File: config.mk
export PLATFORM = sky130hd
export DESIGN_NAME = dmem_lane_arbiter
export DESIGN_NICKNAME = d
export VERILOG_FILES = /design/src/rtl/dmem_lane_arbiter.sv
export SDC_FILE = /design/constraint.sdc
export NUM_CORES = 1
export LEC_CHECK = 0
export BUFFER_PORTS_ARGS = -buffer_cell sky130_fd_sc_hd__buf_2
export CORE_AREA = 2 2 121 123
export CTS_CLUSTER_SIZE = 14
export DETAILED_ROUTE_END_ITERATION = 6
export DIE_AREA = 0 0 123 125
export PLACE_DENSITY = 0.61
export RECOVER_POWER = 50
export SYNTH_ARGS = -nofsm -noshare
export SYNTH_HDL_FRONTEND = slang
export SYNTH_SLANG_ARGS = --single-unit
File: constraint.sdc
create_clock -name clk -period 5.2 [get_ports clk]
set_clock_uncertainty 0.2 [all_clocks]
set_input_delay 1.04 -clock clk [delete_from_list [all_inputs] [get_ports clk]]
set_output_delay 1.04 -clock clk [all_outputs]
set_load 0.01 [all_outputs]
File: src/rtl/dmem_lane_arbiter.sv
// dmem_lane_arbiter
//   Shares the single data-memory port between issue lane 0 (older) and
//   lane 1 (younger) at the MEM stage of the dual-issue core. When both lanes
//   access memory in the same cycle, lane 0 goes first, the pipeline is stalled
//   for one cycle, and lane 1 is serviced in the following (SECOND) cycle.
//
// Ports:
//   clk, rst                 core clock, asynchronous active-high reset
//   flush_i                  pipeline flush; aborts a pending lane 1 access
//   mem_write0_i/mem_read0_i lane 0 store/load op (0 = none), addr0_i, wdata0_i
//   mem_write1_i/mem_read1_i lane 1 store/load op (0 = none), addr1_i, wdata1_i
//   mem_write_o/mem_read_o   port store/load op, mem_addr_o, mem_wdata_o
//   mem_rdata_i              port load data, valid the cycle after a read
//   rdata0_o/rdata1_o        per-lane load results
//   stall_o                  holds F/D/E/M this cycle
//   grant_o                  one-hot lane owning the port (00 = idle)
//
// Optional feature (macro DMEM_ARB_STATS_EN):
//   conflict_cnt_o           saturating count of IDLE->SECOND transitions
module dmem_lane_arbiter #(
  parameter int unsigned XLEN = 32,
  parameter int unsigned OPW  = 3
) (
  input  logic            clk,
  input  logic            rst,
  input  logic            flush_i,
  input  logic [OPW-1:0]  mem_write0_i,
  input  logic [OPW-1:0]  mem_read0_i,
  input  logic [XLEN-1:0] addr0_i,
  input  logic [XLEN-1:0] wdata0_i,
  input  logic [OPW-1:0]  mem_write1_i,
  input  logic [OPW-1:0]  mem_read1_i,
  input  logic [XLEN-1:0] addr1_i,
  input  logic [XLEN-1:0] wdata1_i,
  output logic [OPW-1:0]  mem_write_o,
  output logic [OPW-1:0]  mem_read_o,
  output logic [XLEN-1:0] mem_addr_o,
  output logic [XLEN-1:0] mem_wdata_o,
  input  logic [XLEN-1:0] mem_rdata_i,
  output logic [XLEN-1:0] rdata0_o,
  output logic [XLEN-1:0] rdata1_o,
  output logic            stall_o,
  output logic [1:0]      grant_o
`ifdef DMEM_ARB_STATS_EN
  ,
  output logic [31:0]     conflict_cnt_o
`endif
);

  typedef enum logic {
    IDLE,
    SECOND
  } state_e;

  state_e state_q, state_d;

  logic [1:0]      rsel_q, rsel_d;
  logic [XLEN-1:0] hold0_q, hold0_d;
  logic [XLEN-1:0] hold1_q, hold1_d;

  logic            acc0, acc1, conflict;
  logic [OPW-1:0]  rd0_eff, rd1_eff;
  logic            sel0, sel1;
  logic            stall_raw;

  // A store and a load on the same lane: the store wins, the load is dropped.
  always_comb begin
    rd0_eff  = (|mem_write0_i) ? '0 : mem_read0_i;
    rd1_eff  = (|mem_write1_i) ? '0 : mem_read1_i;
    acc0     = (|mem_write0_i) | (|mem_read0_i);
    acc1     = (|mem_write1_i) | (|mem_read1_i);
    conflict = acc0 & acc1;
  end

  // Next-state and lane selection.
  always_comb begin
    state_d   = state_q;
    sel0      = 1'b0;
    sel1      = 1'b0;
    stall_raw = 1'b0;
    case (state_q)
      IDLE: begin
        if (conflict) begin
          sel0      = 1'b1;
          stall_raw = 1'b1;
          if (!flush_i) begin
            state_d = SECOND;
          end
        end else if (acc0) begin
          sel0 = 1'b1;
        end else if (acc1) begin
          sel1 = 1'b1;
        end
      end
      SECOND: begin
        // Pipeline is holding its inputs, so lane 1 is still presented.
        state_d = IDLE;
        sel1    = ~flush_i;
      end
      default: begin
        state_d = IDLE;
      end
    endcase
  end

  // Port mux and handshake outputs.
  always_comb begin
    mem_write_o = '0;
    mem_read_o  = '0;
    mem_addr_o  = '0;
    mem_wdata_o = '0;
    if (sel0) begin
      mem_write_o = mem_write0_i;
      mem_read_o  = rd0_eff;
      mem_addr_o  = addr0_i;
      mem_wdata_o = wdata0_i;
    end else if (sel1) begin
      mem_write_o = mem_write1_i;
      mem_read_o  = rd1_eff;
      mem_addr_o  = addr1_i;
      mem_wdata_o = wdata1_i;
    end
    stall_o = stall_raw & ~rst;
    grant_o = rst ? 2'b00 : {sel1, sel0};
  end

  // Read return tracking: rsel marks the lane whose load data arrives next cycle.
  always_comb begin
    rsel_d  = {sel1 & (|rd1_eff), sel0 & (|rd0_eff)};
    hold0_d = rsel_q[0] ? mem_rdata_i : hold0_q;
    hold1_d = rsel_q[1] ? mem_rdata_i : hold1_q;
  end

  always_ff @(posedge clk or posedge rst) begin
    if (rst) begin
      state_q <= IDLE;
      rsel_q  <= '0;
      hold0_q <= '0;
      hold1_q <= '0;
    end else begin
      state_q <= state_d;
      rsel_q  <= rsel_d;
      hold0_q <= hold0_d;
      hold1_q <= hold1_d;
    end
  end

  always_comb begin
    rdata0_o = rsel_q[0] ? mem_rdata_i : hold0_q;
    rdata1_o = rsel_q[1] ? mem_rdata_i : hold1_q;
  end

`ifdef DMEM_ARB_STATS_EN
  logic [31:0] conflict_cnt_q, conflict_cnt_d;

  always_comb begin
    conflict_cnt_d = conflict_cnt_q;
    if ((state_q == IDLE) && (state_d == SECOND) && (conflict_cnt_q != '1)) begin
      conflict_cnt_d = conflict_cnt_q + 32'd1;
    end
  end

  always_ff @(posedge clk or posedge rst) begin
    if (rst) begin
      conflict_cnt_q <= '0;
    end else begin
      conflict_cnt_q <= conflict_cnt_d;
    end
  end

  assign conflict_cnt_o = conflict_cnt_q;
`endif

endmodule

==> qor.yml, run 1 <==
clock_tree:
  cts.path.max_buffers: 2
  clockRootBuffer: "clkbuf_16"
  clk_pin_slew_ps: 50
  numCtsBuffers: 9
  cts_hold_buf: 0
  ctsResizeCount: 0
  clk_latency_ps: 320
  clock_sinks: 67
  post_cts_buffers: 0
  cts_tree: "done"
  cts_htree_levels: 3
critical_path:
  r2r_end: "hold0_q[12]"
  required_ps: 3960
  r2r_slack_ps: 2710
  end_kind: "output port"
  cp-start-kind: "primary input"
  reg2reg_from: "rsel_q[0]"
  path_class: "primary input to output port"
  worstPathMaxFanout: 68
  arrival_ps: 3050
  reg2reg_depth: 2
drt:
  wl_per_cell_um: 16.4
  drc: 0
  final_antenna_net_count: 0
  vias: 4718
  first_pass_iters: 4
  viasPerCell: 5.04
  drt_first_iter_violations: 229
  finalWirelength_um: 15300
cells_and_area:
  final-instance-count-excl-fill: 937
  multi_input_area_sq_mm: 0.00223
  synthToLayoutAreaGrowth_pct: 43.9
  regArea_sq_mm: 0.00168
  nFillCells: 1409
  drive_above_1_share: 0.475
  utilization: 0.444
  fin_nets: 922
power_and_ir_drop:
  power_density_mw_per_mm2: 301
  vdd_drop_max_mv: 0.168
  finalPower_w: 0.00190
  p_leak_nw: 3.20
floorplanning:
  ios: 312
  die_y_um: 125
  core-area_sq_mm: 0.0142
  die_area_sq_mm: 0.0154
  fp.dieW_um: 123
  start_util: 0.308
  rows: 44
timing:
  rsz0062_at_grt: "no"
  setup_tns_ps: 0
  fin_crit_ps: 4290
  max_slew_margin: -0.285
  hold_viol: 0
  finalMaxSlewViolations: 66
  setup_viol_count_final: 0
  finalCritPeriodShare: 0.826
  fmaxAchievable_ghz: 0.233
  tightestPinTransition_ps: 1930
run:
  cap_viol_max_count: 2
synthesis:
  ys_seq_elements: 67
  synthCells: 469
  syn_area_sq_mm: 0.00438
  avgSynthCellArea_sq_um: 9.34
  syn-num-nets: 644
  yosysWarnings: 0
  yosysSeqAreaShare: 0.383
  synth_cell_type_count: 26
global_route:
  grt_pass1_vias: 4467
  grt_max_degree: 69
  grt_use_total: 0.189
  grt_pass1_wl_um: 23200
  antenna_found_initial: 1
  gr-total-overflow: 0
placement:
  gp_congestion: 0.874
  dp.cells: 920
  portBuffers: 311
  hpwlAfterDp_um: 11400
hold_path:
  whs_endpoint: "hold0_q[2]"
  hold_depth: 1
  hp-class: "flop to flop"
  hp-start: "hold0_q[2]"
outcome:
  status: "finished, violations left"
  violations: "capacitance limit, slew limit"
## through the flow
step           worst slack [ps]  area, sq um  hold WS [ps]
3_3_place_gp                941         6010           276
4_1_cts                     933         6310           295
2_1_floorplan              1140         4380           313
6_report                    906         6300           275
3_5_place_dp                931         6010           281
5_1_grt                     739         6300           303
## cells by family (layout without fill, tap and decap cells)
family / after synthesis / after routing / share of synthesized area
flops: 67 / 67 / 0.383
simple gates: 82 / 82 / 0.0768
other cells: 0 / 1 / 0
compound gates: 138 / 138 / 0.265
mux: 64 / 64 / 0.164
buf+inv: 118 / 401 / 0.111
## where the power goes
group	switching [W]	internal [W]
clock network	0.000223	0.000375
logic	0.000350	0.000285
registers	0.0000265	0.000642
total	0.000599	0.00130
## flip-flops by register name, indices dropped and copies added (netlist names)
name,flops
hold1_q,32
rsel_q,2
state_q,1
hold0_q,32
## worst max-delay path by stage
stage	startpoint	end	slack (ps)	cells past startpoint
after CTS	mem_write0_i[0]	mem_read_o[0]	930	6
final	mem_write0_i[0]	mem_read_o[0]	910	6
after global routing	mem_write0_i[0]	mem_read_o[0]	740	6
after detailed placement	mem_write0_i[0]	mem_read_o[0]	930	6
after global placement	mem_write0_i[0]	mem_read_o[1]	940	6
after floorplan	rst	grant_o[1]	1140	3
## critical path, cell delays in order
cell	delay [ps]
clkbuf_1	100
or3_2	490
buf_4	340
o31ai_1	690
a32o_1	260
buf_2	130
## cell usage after synthesis
master / n / area share
inv_1: 66 / 0.057
nor4_1: 2 / 0.0029
buf_6: 6 / 0.015
o311ai_2: 5 / 0.019
dfrtp_1: 67 / 0.38
a32o_1: 3 / 0.0069
and3b_1: 1 / 0.0020
o211ai_1: 64 / 0.11
nor3_1: 5 / 0.0057
o31ai_1: 1 / 0.0017
o22ai_1: 1 / 0.0014
mux2_2: 64 / 0.16
buf_1: 9 / 0.0077
o21ai_0: 1 / 0.0011
clkbuf_1: 37 / 0.032
o311ai_1: 45 / 0.090
nor2b_1: 1 / 0.0014
a211o_1: 1 / 0.0020
nand2b_1: 1 / 0.0014
or3_1: 2 / 0.0029
a22o_1: 2 / 0.0040
o311ai_0: 14 / 0.028
a31oi_1: 1 / 0.0014
and2_1: 1 / 0.0014
nand2_1: 66 / 0.057
nor2_1: 3 / 0.0026
## placed cells by master (no fill, tap or decap), drive strengths merged
master | synthesis | layout
a22o | 2 | 2
nor4 | 2 | 2
nor2b | 1 | 1
a31oi | 1 | 1
inv | 66 | 67
mux2 | 64 | 64
nand2 | 66 | 66
dfrtp | 67 | 67
nor2 | 3 | 3
or3 | 2 | 2
buf | 15 | 313
clkbuf | 37 | 15
a211o | 1 | 1
o31ai | 1 | 1
o211ai | 64 | 64
nor3 | 5 | 5
clkinv | 0 | 4
clkinvlp | 0 | 1
diode | 0 | 1
bufinv | 0 | 1
o21ai | 1 | 1
a32o | 3 | 3
and2 | 1 | 1
o311ai | 64 | 64
and3b | 1 | 1
o22ai | 1 | 1
nand2b | 1 | 1
## layout make-up
cell class	instances	share of cell area
clock inverters	7	0.0121
multi-input cells	284	0.353
diodes	1	0.000397
inverters	66	0.0393
repair buffers	319	0.256
well taps	184	0.0365
flip-flops and latches	67	0.266
clock buffers	9	0.0357
## routing by layer
metal  vias up  wire length [um]  GRT usage
li1       2287                 -          -
met2       223              7540      0.325
met5         -                 0          0
met3        19              1490     0.0529
met1      2189              6080      0.231
met4         0               224     0.0508
Note: power is estimated with default switching activity, not from simulation.
==> inputs of run 2 (changes only) <==
--- a/config.mk
+++ b/config.mk
@@ -6,11 +6,11 @@
 export NUM_CORES = 1
 export LEC_CHECK = 0
 export BUFFER_PORTS_ARGS = -buffer_cell sky130_fd_sc_hd__buf_2
-export CORE_AREA = 2 2 121 123
+export CORE_AREA = 2 2 122 124
 export CTS_CLUSTER_SIZE = 14
 export DETAILED_ROUTE_END_ITERATION = 6
-export DIE_AREA = 0 0 123 125
-export PLACE_DENSITY = 0.61
+export DIE_AREA = 0 0 124 126
+export PLACE_DENSITY = 0.6
 export RECOVER_POWER = 50
 export SYNTH_ARGS = -nofsm -noshare
 export SYNTH_HDL_FRONTEND = slang
==> constraint.sdc (replaced) <==
create_clock -name clk -period 4.1 [get_ports clk]
set_clock_uncertainty 0.2 [all_clocks]
set_input_delay 0.82 -clock clk [delete_from_list [all_inputs] [get_ports clk]]
set_output_delay 0.82 -clock clk [all_outputs]
set_load 0.01 [all_outputs]
==> qor.yml, run 2 (synthesized netlist as in run 1, its figures left out) <==
cells_and_area:
  stdcell_area_sq_mm: 0.00635
  final_common_cell: "buf_2"
  regArea_sq_mm: 0.00168
  nFillCells: 1442
  reg_top3: "hold0_q x32, hold1_q x32, rsel_q x2"
  most-common-layout-cells: "buf_2 (309), nand2_1 (66), dfrtp_1 (66), inv_1 (64), o211ai_1 (64)"
  fin_nets: 926
  drive_above_1_share: 0.478
  multi_input_area_sq_mm: 0.00223
  synthToLayoutAreaGrowth_pct: 44.9
timing:
  fin_crit_ps: 3770
  fmaxAchievable_ghz: 0.265
  tightestPinTransition_ps: 1930
  rsz0062_at_grt: "no"
  hold_viol: 0
  max_slew_margin: -0.288
  finalCritPeriodShare: 0.921
  finalMaxSlewViolations: 134
  hold_ws_ps: 278
  setup_tns_ps: 0
  setup_viol_count_final: 0
clock_tree:
  ctsResizeCount: 0
  post_cts_buffers: 0
  clk_pin_slew_ps: 60
  cts_hold_buf: 0
  clock_sinks: 67
  cts_htree_levels: 3
  clk_latency_ps: 320
  cts_tree: "done"
  numCtsBuffers: 9
  cts.path.max_buffers: 2
  clockRootBuffer: "clkbuf_16"
critical_path:
  required_ps: 3080
  critPathMaxStageDelay_ps: 480
  worstPathMaxFanout: 68
  end_kind: "output port"
  cp-start-kind: "primary input"
  crit_path_top_delay_cell: "or3_2"
  cp_num_buf_inv: 4
  path_class: "primary input to output port"
  cp_cell_sequence: "buf_2 -> or3_2 -> buf_4 -> o31ai_1 -> clkbuf_1 -> a32o_1 -> buf_2"
  arrival_ps: 2750
  critPathMostFrequentCell: "buf_2"
  cp_top_family: "buffers and inverters"
drt:
  drt_first_iter_violations: 256
  vias: 4851
  viasPerCell: 5.16
  wl_per_cell_um: 16.9
  first_pass_iters: 4
  drc: 0
  final_antenna_net_count: 0
  finalWirelength_um: 15900
floorplanning:
  fp.dieW_um: 124
  die_area_sq_mm: 0.0156
  ios: 312
  core-area_sq_mm: 0.0143
  rows: 44
  start_util: 0.306
  die_y_um: 126
power_and_ir_drop:
  vdd_drop_max_mv: 0.221
  power_density_mw_per_mm2: 386
  p_leak_nw: 3.22
global_route:
  gr-total-overflow: 0
  grt_max_degree: 69
  grt_use_total: 0.194
  antenna_found_initial: 1
  grt_pass1_vias: 4683
  grt_pass1_wl_um: 24100
placement:
  hpwlAfterDp_um: 11900
  gp_congestion: 0.879
  portBuffers: 311
  place_area_sq_mm: 0.00606
outcome:
  violations: "capacitance limit, slew limit"
  status: "finished, violations left"
hold_path:
  hp-class: "flop to flop"
run:
  cap_viol_max_count: 3
run 2: stage by stage:
stage	total power, W	instances	utilization	worst slack, ps
3_5_place_dp	0.00172	924	0.423	394
2_1_floorplan	0.00132	469	-	483
4_1_cts	0.00251	940	0.445	383
3_3_place_gp	0.00170	924	0.423	431
6_report	0.00245	941	0.444	325
5_1_grt	0.00260	941	0.444	217
run 2: per-layer routing:
layer / GRT usage / share of wire / routed length, um / up-vias
met3: 0.0507 / 0.089 / 1410 / 19
met5: 0 / 0 / 0 / -
met4: 0.0648 / 0.015 / 240 / 0
met1: 0.243 / 0.41 / 6450 / 2317
li1: - / - / - / 2298
met2: 0.323 / 0.49 / 7800 / 217
run 2: layout make-up:
| type | count | area share |
|---|---|---|
| flip-flops and latches | 67 | 0.264 |
| multi-input cells | 284 | 0.351 |
| clock inverters | 7 | 0.0130 |
| clock buffers | 9 | 0.0355 |
| inverters | 66 | 0.0390 |
| diodes | 1 | 0.000394 |
| well taps | 184 | 0.0363 |
| repair buffers | 323 | 0.261 |
run 2: final timing paths:
check / from / end / slack, ps / cells past startpoint
max: mem_write0_i[0] / mem_read_o[2] / 330 / 7
min: hold1_q[30] / hold1_q[30] / 280 / 1
max reg2reg: rsel_q[1] / hold1_q[28] / 1610 / 2
min reg2reg: hold1_q[30] / hold1_q[30] / 280 / 1
max in group asynchronous: rst / state_q / 1740 / 3
min in group asynchronous: rst / state_q / 900 / 3
run 2: where the power goes:
| group | leakage [nW] | total, W | switching [W] | internal [W] |
|---|---|---|---|---|
| clock | 0.145 | 0.000785 | 0.000305 | 0.000481 |
| sequential | 0.826 | 0.000849 | 0.0000347 | 0.000814 |
| combinational | 2.25 | 0.000820 | 0.000455 | 0.000365 |
run 2: worst reg2reg max path: stages (launching register included):
cell	delay (ps)
dfrtp_1	320
clkbuf_1	1380
mux2_2	470
==> inputs of run 3 (changes only) <==
--- a/config.mk
+++ b/config.mk
@@ -5,12 +5,13 @@
 export SDC_FILE = /design/constraint.sdc
 export NUM_CORES = 1
 export LEC_CHECK = 0
+export ABC_AREA = 1
 export BUFFER_PORTS_ARGS = -buffer_cell sky130_fd_sc_hd__buf_2
-export CORE_AREA = 2 2 122 124
+export CORE_AREA = 2 2 121 123
 export CTS_CLUSTER_SIZE = 14
 export DETAILED_ROUTE_END_ITERATION = 6
-export DIE_AREA = 0 0 124 126
-export PLACE_DENSITY = 0.6
+export DIE_AREA = 0 0 123 125
+export PLACE_DENSITY = 0.57
 export RECOVER_POWER = 50
 export SYNTH_ARGS = -nofsm -noshare
 export SYNTH_HDL_FRONTEND = slang
==> qor.yml, run 3 <==
floorplanning:
  die_area_sq_mm: 0.0154
  fp.dieW_um: 123
  rows: 44
  ios: 312
  die_y_um: 125
  core-area_sq_mm: 0.0142
  start_util: 0.271
placement:
  hpwlAfterDp_um: 10600
  portBuffers: 311
  gp_congestion: 0.853
clock_tree:
  clock_sinks: 67
  cts_htree_levels: 3
  ctsResizeCount: 0
  cts_hold_buf: 0
  cts_tree: "done"
  post_cts_buffers: 0
  clockRootBuffer: "clkbuf_16"
  numCtsBuffers: 9
  cts.path.max_buffers: 2
  clk_latency_ps: 320
  clk_pin_slew_ps: 50
global_route:
  grt_pass1_vias: 3816
  grt_use_total: 0.170
  gr-total-overflow: 0
  grt_pass1_wl_um: 20100
  antenna_found_initial: 0
  grt_max_degree: 72
power_and_ir_drop:
  pwr-share-seq: 0.347
  p_clk_frac: 0.315
  p_sw_frac: 0.303
  power_density_mw_per_mm2: 433
  finalPower_w: 0.00250
  p_leak_nw: 3.27
  vdd_drop_max_mv: 0.167
  combPwrFrac: 0.339
  power.internal_w: 0.00174
  power.switching_w: 0.000756
critical_path:
  worstPathMaxFanout: 71
  end_kind: "output port"
  cp-start-kind: "primary input"
  required_ps: 3080
  startpoint: "mem_read0_i[1]"
  path_class: "primary input to output port"
  reg2reg_from: "state_q"
  arrival_ps: 2310
hold_path:
  hp-start: "hold0_q[7]"
  hp-class: "flop to flop"
drt:
  first_pass_iters: 5
  final_antenna_net_count: 0
  vias: 3941
  viasPerCell: 4.41
  drt_first_iter_violations: 200
  wl_per_cell_um: 15.1
  drc: 0
  finalWirelength_um: 13500
synthesis:
  synth_most_common_cell: "nand2_1"
  yosysSeqAreaShare: 0.436
  synth_common_cells: "nand2_1 (148), dfrtp_1 (67), mux2_2 (60), nand3_1 (41), nand3_2 (30)"
  synth.area.top_cells: "dfrtp_1 (44%), mux2_2 (18%), nand2_1 (14%)"
  yosysWarnings: 0
  synth_edf_count: 0
  netlist.area_leader.share: 0.436
  yosysTopAreaCell: "dfrtp_1"
  async_flop_share: 1.00
  syn-num-nets: 583
  synth-main-ff-cell: "dfrtp_1"
  synth_cell_type_count: 20
  avgSynthCellArea_sq_um: 9.43
  syn_area_sq_mm: 0.00385
  synthCells: 408
  ys_seq_elements: 67
cells_and_area:
  fin_nets: 881
  synthToLayoutAreaGrowth_pct: 50.0
  most-common-layout-cells: "buf_2 (307), nand2_1 (147), dfrtp_1 (67), nand3_1 (41), mux2_2 (35)"
  utilization: 0.406
  regArea_sq_mm: 0.00168
  nFillCells: 1499
  drive_above_1_share: 0.558
  diodes: 0
  final_common_cell: "buf_2"
  reg_top3: "hold0_q x32, hold1_q x32, rsel_q x2"
  multi_input_area_sq_mm: 0.00190
timing:
  finalMaxSlewViolations: 0
  finalCritPeriodShare: 0.812
  hold_viol: 0
  fmaxAchievable_ghz: 0.300
  rsz0062_at_grt: "no"
  fin_crit_ps: 3330
  max_slew_margin: 0.228
  setup_viol_count_final: 0
  setup_tns_ps: 0
  tightestPinTransition_ps: 1160
outcome:
  status: "completed"
run:
  cap_viol_max_count: 0
-- run 3: metal layers --
layer,up-vias,part of all wire,global-route usage
met5,-,0,0
met4,0,0.014,0.0468
met3,13,0.10,0.0470
met2,184,0.48,0.281
met1,1811,0.41,0.216
li1,1933,-,-
-- run 3: final cells by class --
type,instances,area share
well taps,184,0.0399
inverters,11,0.00716
repair buffers,316,0.279
multi-input cells,301,0.329
flip-flops and latches,67,0.291
clock buffers,14,0.0492
clock inverters,1,0.00520
-- run 3: kinds of logic after synthesis --
logic type / share of synthesized area
multiplexers: 0.187
flip-flops: 0.436
AO/OA/AOI/OAI: 0.00195
buffers and inverters: 0.0735
AND/OR/NAND/NOR: 0.301
-- run 3: path summary, 6_finish.rpt --
path                          endpoint  cells after the start  slack, ps
setup / recovery            grant_o[1]                      9        770
hold / removal              hold0_q[7]                      1        270
setup reg to reg             rsel_q[1]                      4       2430
hold reg to reg             hold0_q[7]                      1        270
max in group asynchronous  hold1_q[30]                      3       1520
min in group asynchronous    rsel_q[0]                      2        680
-- run 3: power groups by stage --
| stage | combinational, W | clock (W) | sequential [W] |
|---|---|---|---|
| after floorplan | 0.000499 | 0 | 0.000867 |
| after global placement | 0.000866 | 0 | 0.000871 |
| after detailed placement | 0.000871 | 0 | 0.000881 |
| after CTS | 0.000875 | 0.000813 | 0.000870 |
| after global routing | 0.000931 | 0.000848 | 0.000885 |
| final | 0.000846 | 0.000785 | 0.000866 |
-- run 3: worst max-delay path, cell delays in order --
cell and delay, ps:
buf_2 110, nor2_1 150, nand2_1 130, nor2_4 170, nand2_4 90, nand2_8 360
nand2_1 130, nor2_1 140, buf_2 160
-- run 3: per-stage QoR --
stage	cell area, sq um	hold slack (ps)	setup WS (ps)	instances
after floorplan	3850	309	1400	408
after detailed placement	5460	268	806	879
final	5770	274	772	894
after global placement	5460	262	834	879
after global routing	5770	299	637	894
after CTS	5780	280	805	894
